===== src/rtl/can_reg_arbiter.sv =====
// rtl/can_reg_arbiter.sv - round-robin bus/debug arbiter onto a single device register port
// Optional BUSY abort counter enabled by defining CAN_ARB_TIMEOUT_EN.
module can_reg_arbiter #(
  parameter int ADDR_W  = 5,
  parameter int DATA_W  = 32,
  parameter int TIMEOUT = 15
) (
  input  logic              clk,
  input  logic              rst,
  input  logic              bus_valid,
  input  logic [3:0]        bus_wstrb,
  input  logic [ADDR_W-1:0] bus_addr,
  input  logic [DATA_W-1:0] bus_wdata,
  output logic              bus_ready,
  output logic [DATA_W-1:0] bus_rdata,
  input  logic              la_req,
  input  logic              la_wr_en,
  input  logic [ADDR_W-1:0] la_addr,
  input  logic [DATA_W-1:0] la_wdata,
  output logic              la_done,
  output logic [DATA_W-1:0] la_rdata,
  output logic              reg_req,
  output logic              reg_wr_en,
  output logic [ADDR_W-1:0] reg_addr,
  output logic [DATA_W-1:0] reg_wr_data,
  output logic [3:0]        reg_be,
  input  logic              reg_ack,
  input  logic [DATA_W-1:0] reg_rd_data,
  output logic              timeout_err
);

  typedef enum logic [1:0] {IDLE, BUSY, RESP} state_t;

  state_t              state_q;
  logic                pref_la_q;
  logic                gnt_la_q;
  logic                bus_ready_q, la_done_q;
  logic [DATA_W-1:0]   bus_rdata_q, la_rdata_q;
  logic                reg_req_q, reg_wr_en_q;
  logic [ADDR_W-1:0]   reg_addr_q;
  logic [DATA_W-1:0]   reg_wr_data_q;
  logic [3:0]          reg_be_q;

  logic                grant_la_d, wr_d;
  logic [ADDR_W-1:0]   addr_d;
  logic [DATA_W-1:0]   wdata_d;
  logic [3:0]          be_d;

`ifdef CAN_ARB_TIMEOUT_EN
  localparam int CNT_W = (TIMEOUT > 1) ? $clog2(TIMEOUT) : 1;
  logic [CNT_W-1:0] cnt_q;
  logic             timeout_err_q;
`endif

  // pref_la_q marks the debug side as next in line when both contend.
  always_comb begin
    grant_la_d = la_req && (!bus_valid || pref_la_q);
    if (grant_la_d) begin
      wr_d    = la_wr_en;
      addr_d  = la_addr;
      wdata_d = la_wdata;
      be_d    = la_wr_en ? 4'b1111 : 4'b0000;
    end else begin
      wr_d    = |bus_wstrb;
      addr_d  = bus_addr;
      wdata_d = bus_wdata;
      be_d    = bus_wstrb;
    end
  end

  always_ff @(posedge clk or posedge rst) begin
    if (rst) begin
      state_q       <= IDLE;
      pref_la_q     <= 1'b0;
      gnt_la_q      <= 1'b0;
      bus_ready_q   <= 1'b0;
      la_done_q     <= 1'b0;
      bus_rdata_q   <= '0;
      la_rdata_q    <= '0;
      reg_req_q     <= 1'b0;
      reg_wr_en_q   <= 1'b0;
      reg_addr_q    <= '0;
      reg_wr_data_q <= '0;
      reg_be_q      <= 4'b0000;
`ifdef CAN_ARB_TIMEOUT_EN
      cnt_q         <= '0;
      timeout_err_q <= 1'b0;
`endif
    end else begin
      bus_ready_q <= 1'b0;
      la_done_q   <= 1'b0;
`ifdef CAN_ARB_TIMEOUT_EN
      timeout_err_q <= 1'b0;
`endif
      case (state_q)
        IDLE: begin
          if (bus_valid || la_req) begin
            state_q       <= BUSY;
            gnt_la_q      <= grant_la_d;
            pref_la_q     <= !grant_la_d;
            reg_req_q     <= 1'b1;
            reg_wr_en_q   <= wr_d;
            reg_addr_q    <= addr_d;
            reg_wr_data_q <= wdata_d;
            reg_be_q      <= be_d;
`ifdef CAN_ARB_TIMEOUT_EN
            cnt_q         <= '0;
`endif
          end
        end
        BUSY: begin
          if (reg_ack) begin
            state_q   <= RESP;
            reg_req_q <= 1'b0;
            if (!reg_wr_en_q) begin
              if (gnt_la_q) la_rdata_q  <= reg_rd_data;
              else          bus_rdata_q <= reg_rd_data;
            end
            if (gnt_la_q) la_done_q   <= 1'b1;
            else          bus_ready_q <= 1'b1;
          end
`ifdef CAN_ARB_TIMEOUT_EN
          else if (cnt_q == CNT_W'(TIMEOUT - 1)) begin
            state_q       <= RESP;
            reg_req_q     <= 1'b0;
            timeout_err_q <= 1'b1;
            if (!reg_wr_en_q) begin
              if (gnt_la_q) la_rdata_q  <= '1;
              else          bus_rdata_q <= '1;
            end
            if (gnt_la_q) la_done_q   <= 1'b1;
            else          bus_ready_q <= 1'b1;
          end else begin
            cnt_q <= cnt_q + CNT_W'(1);
          end
`endif
        end
        RESP: state_q <= IDLE;
        default: state_q <= IDLE;
      endcase
    end
  end

  assign bus_ready   = bus_ready_q;
  assign bus_rdata   = bus_rdata_q;
  assign la_done     = la_done_q;
  assign la_rdata    = la_rdata_q;
  assign reg_req     = reg_req_q;
  assign reg_wr_en   = reg_wr_en_q;
  assign reg_addr    = reg_addr_q;
  assign reg_wr_data = reg_wr_data_q;
  assign reg_be      = reg_be_q;
`ifdef CAN_ARB_TIMEOUT_EN
  assign timeout_err = timeout_err_q;
`else
  assign timeout_err = 1'b0;
`endif

endmodule

===== config.mk =====
export PLATFORM = sky130hd
export DESIGN_NAME = can_reg_arbiter
export DESIGN_NICKNAME = d
export VERILOG_FILES = /design/src/rtl/can_reg_arbiter.sv
export SDC_FILE = /design/constraint.sdc
export NUM_CORES = 1
export LEC_CHECK = 0
export ABC_AREA = 1
export CORE_AREA = 5 5 110 112
export DETAILED_ROUTE_END_ITERATION = 12
export DIE_AREA = 0 0 115 117
export PLACE_DENSITY = 0.88
export SLEW_MARGIN = 20
export SYNTH_ARGS = -nofsm -noshare
export SYNTH_HDL_FRONTEND = slang
export SYNTH_SLANG_ARGS = --single-unit

===== constraint.sdc =====
create_clock -name clk -period 9.7 [get_ports clk]
set_input_delay 1.455 -clock clk [delete_from_list [all_inputs] [get_ports clk]]
set_output_delay 1.455 -clock clk [all_outputs]
set_load 0.05 [all_outputs]

==> run metrics, run 1 <==
maxcap violations=0; max-slew violation count=0; hpwl dp=roughly 11 mm; DR WL/cell=approximately 17 um; Max clock buf depth=2; vias in the first global route=between 4000 and 5000; worst-skew pair later-pin latency=around 400 ps; Rows=39; setup bufs post-CTS=0; Final nets=between 800 and 900; area grow syn2layout=60.75%; final antenna diode count=0; Final Hold Vio Count=0; max layer used=met4; clock sinks=113; Worst Hold Class=register to register; status=finished, final reports clean; Final ANT Viol Nets=0; Overall Global Routing Usage=between 20% and 30%; RSZ-0062 raised after global routing=false; CTS clk-pin slew, worst paths=around 50 ps; Setup-failing EPs final=0; root buf cell=clkbuf_16; Setup crit start kind=input pin; GRT overflow=0; LEAKAGE=3.544 nW; ys flop type=dfrtp_1; commonest non-fill, non-tap cell in the layout=clkdlybuf4s50_1; CTS H-tree lvls=4; clk_skew=~9.1 ps; Synth cell types=17; PortBufs=224; I/O Pins=approximately 230; initial core utilization=roughly 43%; critical path type=input pin to register; crit path max fanout=34; DRC=0; sequential area share after synthesis=between 50% and 60%; Synth Register Bits=~110; layout cell share with drive strength beyond 1=about 6.4%; share of flip-flops with an asynchronous set or reset=between 90% and 100%; drt total wl=roughly 15 mm; met3 wire len=about 1.8 mm; commonest non-fill, non-tap cells in the layout=clkdlybuf4s50_1 (224), nand2_1 (212), nand3_1 (117); PostCTS Resize Cnt=0; Synth Cell Area=0.004756 mm2; Rel. slew slack=between 30% and 40%; Tot Pwr=~3.1 mW; Synth Net Count=~660; min cycle time layout=around 3400 ps; die outline height=117 um; core box area=0.01113 mm2; WP data required=between 9000 and 10000 ps; Syn Inst Count=~540; initial DRC count=just over 400; Fmax=0.2953 GHz; period utilization=between 30% and 40%; full die area=approximately 0.013 mm2; maximum VDD drop=roughly 0.27 mV; wl on met1=between 5 and 6 mm; syn_area_per_cell=8.775 um2; Yosys Warn Count=0; Routability Congestion=~0.85; Via density=about 5.4; largest net degree at the start of global routing=91; EDFF count, synth=0; Num CTS Buffers=17; worst slew pin tran=around 1000 ps; antenna violations before repair=0; crit path DAT=3660 ps; DR vias=between 4000 and 5000; Setup crit end kind=register; die width=115 um; final setup TNS=0 ps; DR WL met2=around 7.4 mm; first-pass GRT wire length=24.21 mm; TritonRoute pass-1 iters=5; Power Density=between 400 and 500 mW/mm2; Hold-fix buffers, CTS=0; TritonCTS clock tree=built
stage by stage:
step / std cells / hold WS, ps / util, % / setup WS [ps] / cell area (um2)
2_1_floorplan: 542 / 449.2 / - / 5258 / 4756
3_3_place_gp: 874 / 457.2 / 63.26 / 6030 / 7038
3_5_place_dp: 875 / 462.1 / 63.39 / 5890 / 7053
4_1_cts: 907 / 474.6 / 68.41 / 6312 / 7611
5_1_grt: 908 / 499.1 / 68.71 / 6052 / 7645
6_report: 908 / 470.5 / 68.71 / 6313 / 7645
final timing paths:
kind                       slack (ps)                   start                  endpoint  cells after the start
min                               470     reg_req$_DFFE_PP0P_       reg_req$_DFFE_PP0P_                      2
max reg2reg                      7410  state_q[1]$_DFFE_PP0P_  bus_rdata[4]$_DFFE_PP0P_                      6
max                              6310                 reg_ack  bus_rdata[4]$_DFFE_PP0P_                      6
min in group asynchronous        1380                     rst  la_rdata[29]$_DFFE_PP0P_                      2
min reg2reg                       470     reg_req$_DFFE_PP0P_       reg_req$_DFFE_PP0P_                      2
max in group asynchronous        7190                     rst  la_rdata[27]$_DFFE_PP0P_                      3
synthesized netlist by cell type (2+ instances only):
cell type  number  share of area (%)
buf_2          36                3.8
clkbuf_1        4               0.32
dfrtp_1       113                 59
inv_1           3               0.24
inv_2           3               0.24
nand2_1       213                 17
nand3_1       117                 12
nand4_1        38                5.0
nor2_1          6               0.47
o21ai_1         2               0.21
sequential cells by signal (all words and copies together), names as in the netlist:
| signal | flops |
|---|---|
| gnt_la_q | 1 |
| la_rdata | 32 |
| pref_la_q | 1 |
| bus_rdata | 32 |
| reg_addr | 5 |
| reg_wr_en | 1 |
| la_done | 1 |
| state_q | 2 |
| reg_be | 4 |
| reg_wr_data | 32 |
| reg_req | 1 |
| bus_ready | 1 |
worst max-delay path: stages:
cell and delay [ps]:
clkdlybuf4s50_1 500, nand3_1 140, inv_2 440, nand2_1 770, nand2_1 270, nand2_1 80
layout make-up:
cell class | instances | area (um2)
repair buffers | 232 | 2333
clock buffers | 19 | 442.9
fillers | 839 | 3481
clock inverters | 13 | 115.1
inverters | 6 | 25.02
well taps | 143 | 178.9
multi-input cells | 382 | 1722
flip-flops and latches | 113 | 2828
power breakdown:
| part | switching (mW) | internal [mW] |
|---|---|---|
| logic | 1.18 | 0.539 |
| clock network | 0.218 | 0.358 |
| registers | 0.135 | 0.691 |
| total | 1.53 | 1.59 |
routing by layer:
| metal | vias up | global-route usage [%] |
|---|---|---|
| li1 | 2230 | - |
| met1 | 2317 | 28.50 |
| met2 | 292 | 36.50 |
| met3 | 29 | 8.226 |
| met4 | 0 | 9.624 |
| met5 | - | 0 |
cell families (layout without fill, tap and decap cells):
group	after synthesis	count (layout)	share of synthesized area, %
AO/OA/AOI/OAI	4	4	0.5526
buffers and inverters	47	270	4.735
flip-flops	113	113	59.46
other	1	1	0.07885
AND/OR/NAND/NOR	377	377	35.18
(Power assumes the default switching activity.)
==> run 2: changes to the inputs <==
CORE_AREA = 5 5 114 116   (was 5 5 110 112)
DIE_AREA = 0 0 119 121   (was 0 0 115 117)
PLACE_DENSITY = 0.82   (was 0.88)
clock period = 3.4 ns   (was 9.7 ns; I/O delays follow)
==> run metrics, run 2 (synthesis gave the netlist of run 1 again) <==
status=finished, final reports clean; worst-skew pair later-pin latency=about 400 ps; Rows=40; GRT overflow=0; full die area=roughly 0.014 mm2; commonest non-fill, non-tap cell in the layout=clkdlybuf4s50_1; layout cell share with drive strength beyond 1=~6.9%; CP top delay family=buffers and inverters; maximum VDD drop=around 0.52 mV; hpwl dp=11.34 mm; Tot Pwr=just over 9 mW; maxcap violations=0; DRC=0; critical path type=register to output port; Setup crit end kind=output port; clock sinks=around 110; Setup-failing EPs final=0; DR vias=between 4000 and 5000; design area=0.007712 mm2; largest net degree at the start of global routing=between 50 and 60; first-pass GRT wire length=26.61 mm; LEAKAGE=roughly 3.6 nW; TritonRoute pass-1 iters=5; I/O Pins=around 230; Overall Global Routing Usage=22.98%; root buf cell=clkbuf_16; Routability Congestion=roughly 0.90; Max clock buf depth=2; Hold WS=between 400 and 500 ps; Worst R2R Path Depth=5; worst slew pin tran=between 800 and 900 ps; PostCTS Resize Cnt=0; Placed Area=0.007094 mm2; period utilization=around 67%; Final ANT Viol Nets=0; final antenna diode count=0; critical-path cell list=clkdlybuf4s50_1; Reg2Reg Setup Slack=~1600 ps; antenna violations before repair=0; commonest non-fill, non-tap cells in the layout=clkdlybuf4s50_1 (224), nand2_1 (211), nand3_1 (117); Power Density=between 1000 and 1500 mW/mm2; CP endpoint=reg_wr_en; Worst Hold Class=register to register; clk_skew=between 10 and 15 ps; Setup crit start kind=register; reg2reg end=bus_rdata[30]$_DFFE_PP0P_; Num CTS Buffers=17; die width=about 120 um; Final Util=65.30%; die outline height=roughly 120 um; CP bufs+invs=1; crit path max fanout=5; RR Startpoint=reg_wr_en$_DFFE_PP0P_; max-slew violation count=0; Via density=between 5 and 6; initial DRC count=514; Hold-fix buffers, CTS=0; initial core utilization=roughly 40%; core box area=0.01181 mm2; min cycle time layout=about 2300 ps; Final nets=~870; CTS clk-pin slew, worst paths=around 50 ps; Final Hold Vio Count=0; CTS H-tree lvls=4; max incr delay on CP=around 900 ps; setup bufs post-CTS=0; CP Launch Point=reg_wr_en$_DFFE_PP0P_; WP data required=roughly 2900 ps; area grow syn2layout=62.17%; PortBufs=~220; vias in the first global route=approximately 5200; RSZ-0062 raised after global routing=false; drt total wl=16.02 mm; final setup TNS=0 ps; DR WL/cell=approximately 18 um; Crit-path slowest cell=clkdlybuf4s50_1; Rel. slew slack=roughly two fifths; crit path DAT=1780 ps; TritonCTS clock tree=built; Worst path depth=1; Fmax=about 0.44 GHz
## run 2: cell count changes in the layout (fill, tap and decap cells not counted), moves of 2 or more
| cell | change |
|---|---|
| buf_4 | +5 |
| bufinv_16 | +2 |
| inv_6 | +2 |
| clkinv_2 | -2 |
| clkinv_4 | -3 |
## run 2: metrics by stage
stage / setup slack [ps] / instances
after floorplan: 1519 / 542
after global placement: 1021 / 883
after detailed placement: 940.9 / 883
after CTS: 1081 / 915
after global routing: 1023 / 915
final: 1106 / 915
## run 2: power by group
group	leakage (nW)	switching, mW	internal (mW)
registers	1.40	0.401	1.97
clock network	0.289	0.627	1.19
logic	1.88	3.39	1.52
## run 2: worst min-delay path by stage
| stage | start | endpoint | slack (ps) | depth (start not counted) |
|---|---|---|---|---|
| floorplan | gnt_la_q$_DFFE_PP0P_ | bus_ready$_DFF_PP0_ | 450 | 1 |
| global placement | bus_rdata[23]$_DFFE_PP0P_ | bus_rdata[23]$_DFFE_PP0P_ | 450 | 2 |
| detailed placement | bus_rdata[11]$_DFFE_PP0P_ | bus_rdata[11]$_DFFE_PP0P_ | 460 | 2 |
| CTS | bus_rdata[11]$_DFFE_PP0P_ | bus_rdata[11]$_DFFE_PP0P_ | 470 | 2 |
| global route | bus_rdata[11]$_DFFE_PP0P_ | bus_rdata[11]$_DFFE_PP0P_ | 480 | 2 |
| finish | bus_rdata[11]$_DFFE_PP0P_ | bus_rdata[11]$_DFFE_PP0P_ | 470 | 2 |
## run 2: area by class of cell
cell class	instances	area, um2
multi-input combinational	382	1724
clock inverter	12	156.4
clock buffer	20	456.7
timing repair buffer	235	2337
fill	955	4099
inverter	6	26.28
tap	147	183.9
sequential	113	2828
## run 2: per-layer routing
metal | track usage [%] | vias to the layer above | wire length, um
li1 | - | 2232 | -
met1 | 27.15 | 2308 | 6208
met2 | 37.48 | 305 | 7668
met3 | 10.35 | 22 | 1850
met4 | 7.458 | 0 | 286
met5 | 0 | - | 0
## run 2: worst min-delay path, stage by stage (launching register included)
cell and delay (ps):
dfrtp_1 340, nand2_1 50, nand2_1 50
==> run 3: changes to the inputs <==
CORE_AREA = 5 5 120 122   (was 5 5 114 116)
DIE_AREA = 0 0 125 127   (was 0 0 119 121)
PLACE_DENSITY = 0.78   (was 0.82)
clock period = 1.9 ns   (was 3.4 ns; I/O delays follow)
==> run metrics, run 3 (synthesis gave the netlist of run 1 again) <==
status=finished, final reports clean; crit path DAT=around 1600 ps; period utilization=97.75%; Final Hold Vio Count=0; clock share of power=just over 20%; die outline height=~130 um; CP bufs+invs=1; CP top delay family=buffers and inverters; antenna violations before repair=0; Rel. slew slack=a little under two thirds; commonest non-fill, non-tap cells in the layout=nand2_1 (213), clkdlybuf4s50_1 (189), nand3_1 (117); Hold-fix buffers, CTS=0; Hold WS=about 170 ps; DP Cell Count=around 900; critical path type=register to output port; layout cell share with drive strength beyond 1=between 7 and 8%; DRC=0; PortBufs=224; Via density=a little over 5; worst slew pin tran=around 550 ps; DR WL/cell=16.65 um; non-filler cells, final=950; Power Density=2065 mW/mm2; area grow syn2layout=67.01%; largest net degree at the start of global routing=between 50 and 60; hpwl dp=between 10 and 15 mm; Overall Global Routing Usage=around 20%; drt total wl=approximately 16 mm; Seq. cell area=0.002828 mm2; maxcap violations=0; fin worst setup slack=roughly 43 ps; Final Util=around three fifths; Setup crit end kind=output port; Num CTS Buffers=17; Sw Share=47.53%; Int Power=about 8.6 mW; commonest non-fill, non-tap cell in the layout=nand2_1; PostCTS Resize Cnt=2; full die area=approximately 0.016 mm2; worst-skew pair later-pin latency=390 ps; Routability Congestion=0.8827; I/O Pins=226; Setup-failing EPs final=0; final setup TNS=0 ps; Place WS=between 70 and 80 ps; Worst R2R Path Depth=5; area occupied by multi-input gates=0.001724 mm2; crit path max fanout=2; setup bufs post-CTS=0; initial core utilization=a little over a third; CTS H-tree lvls=4; RR Startpoint=state_q[1]$_DFFE_PP0P_; first-pass GRT wire length=around 25 mm; TritonRoute pass-1 iters=7; Worst Hold Class=input pin to async pin; Rows=42; min cycle time layout=1857 ps; maximum VDD drop=between 1 and 1.5 mV; vias in the first global route=a little under 5000; Final nets=~880; Max clock buf depth=2; Placed Area=around 0.0072 mm2; Crit-path slowest cell=clkdlybuf4s50_1; Setup crit start kind=register; reg2reg end=reg_wr_data[19]$_DFFE_PP0P_; max-slew violation count=0; Final ANT Viol Nets=0; GRT overflow=0; Tot Pwr=between 15 and 20 mW; Comb pwr share=53.8%; CTS clk-pin slew, worst paths=approximately 50 ps; clk_skew=about 9.4 ps; initial DRC count=450; clock sinks=113; Seq pwr share=about a quarter; RSZ-0062 raised after global routing=false; root buf cell=clkbuf_16; final antenna diode count=0; P_sw=slightly below 8 mW; critical-path cell list=clkdlybuf4s50_1; TritonCTS clock tree=built; WP data required=1620 ps; core box area=approximately 0.013 mm2; Fmax=~0.54 GHz; max incr delay on CP=around 830 ps; LEAKAGE=4.011 nW; die width=125 um; DR vias=between 4000 and 5000; Reg2Reg Setup Slack=between 400 and 500 ps; Fillers=~1100; design area=0.007943 mm2
run 3: power groups by stage:
stage | Combinational (mW) | Clock, mW | Sequential, mW
floorplan | 1.99 | 0 | 7.86
CTS | 8.93 | 3.39 | 4.26
global placement | 8.80 | 0 | 4.23
global route | 9.33 | 3.51 | 4.38
detailed placement | 8.93 | 0 | 4.26
finish | 8.83 | 3.33 | 4.25
run 3: how the worst max path moves through the flow:
stage | slack, ps | to | start | depth (start not counted)
CTS | 5 | la_rdata[24] | la_rdata[24]$_DFFE_PP0P_ | 1
detailed placement | 80 | reg_be[1]$_DFFE_PP0P_ | bus_valid | 5
global route | 0.5 | reg_wr_data[12] | reg_wr_data[12]$_DFFE_PP0P_ | 1
finish | 40 | reg_wr_data[7] | reg_wr_data[7]$_DFFE_PP0P_ | 1
global placement | 210 | reg_wr_en$_DFFE_PP0P_ | bus_valid | 5
floorplan | 240 | bus_rdata[0]$_DFFE_PP0P_ | rst | 1
run 3: cell type report:
| type | instances | share of cell area [%] |
|---|---|---|
| well taps | 176 | 2.773 |
| multi-input cells | 382 | 21.71 |
| clock inverters | 10 | 1.985 |
| inverters | 6 | 0.3308 |
| clock buffers | 22 | 5.844 |
| flip-flops and latches | 113 | 35.60 |
| repair buffers | 241 | 31.76 |
run 3: per-layer routing:
layer,vias up,share of wire [%],GRT usage [%]
met4,0,1.4,5.102
met3,15,9.8,6.302
met1,2311,41,26.40
met5,-,0,0
li1,2242,-,-
met2,307,47,30.62
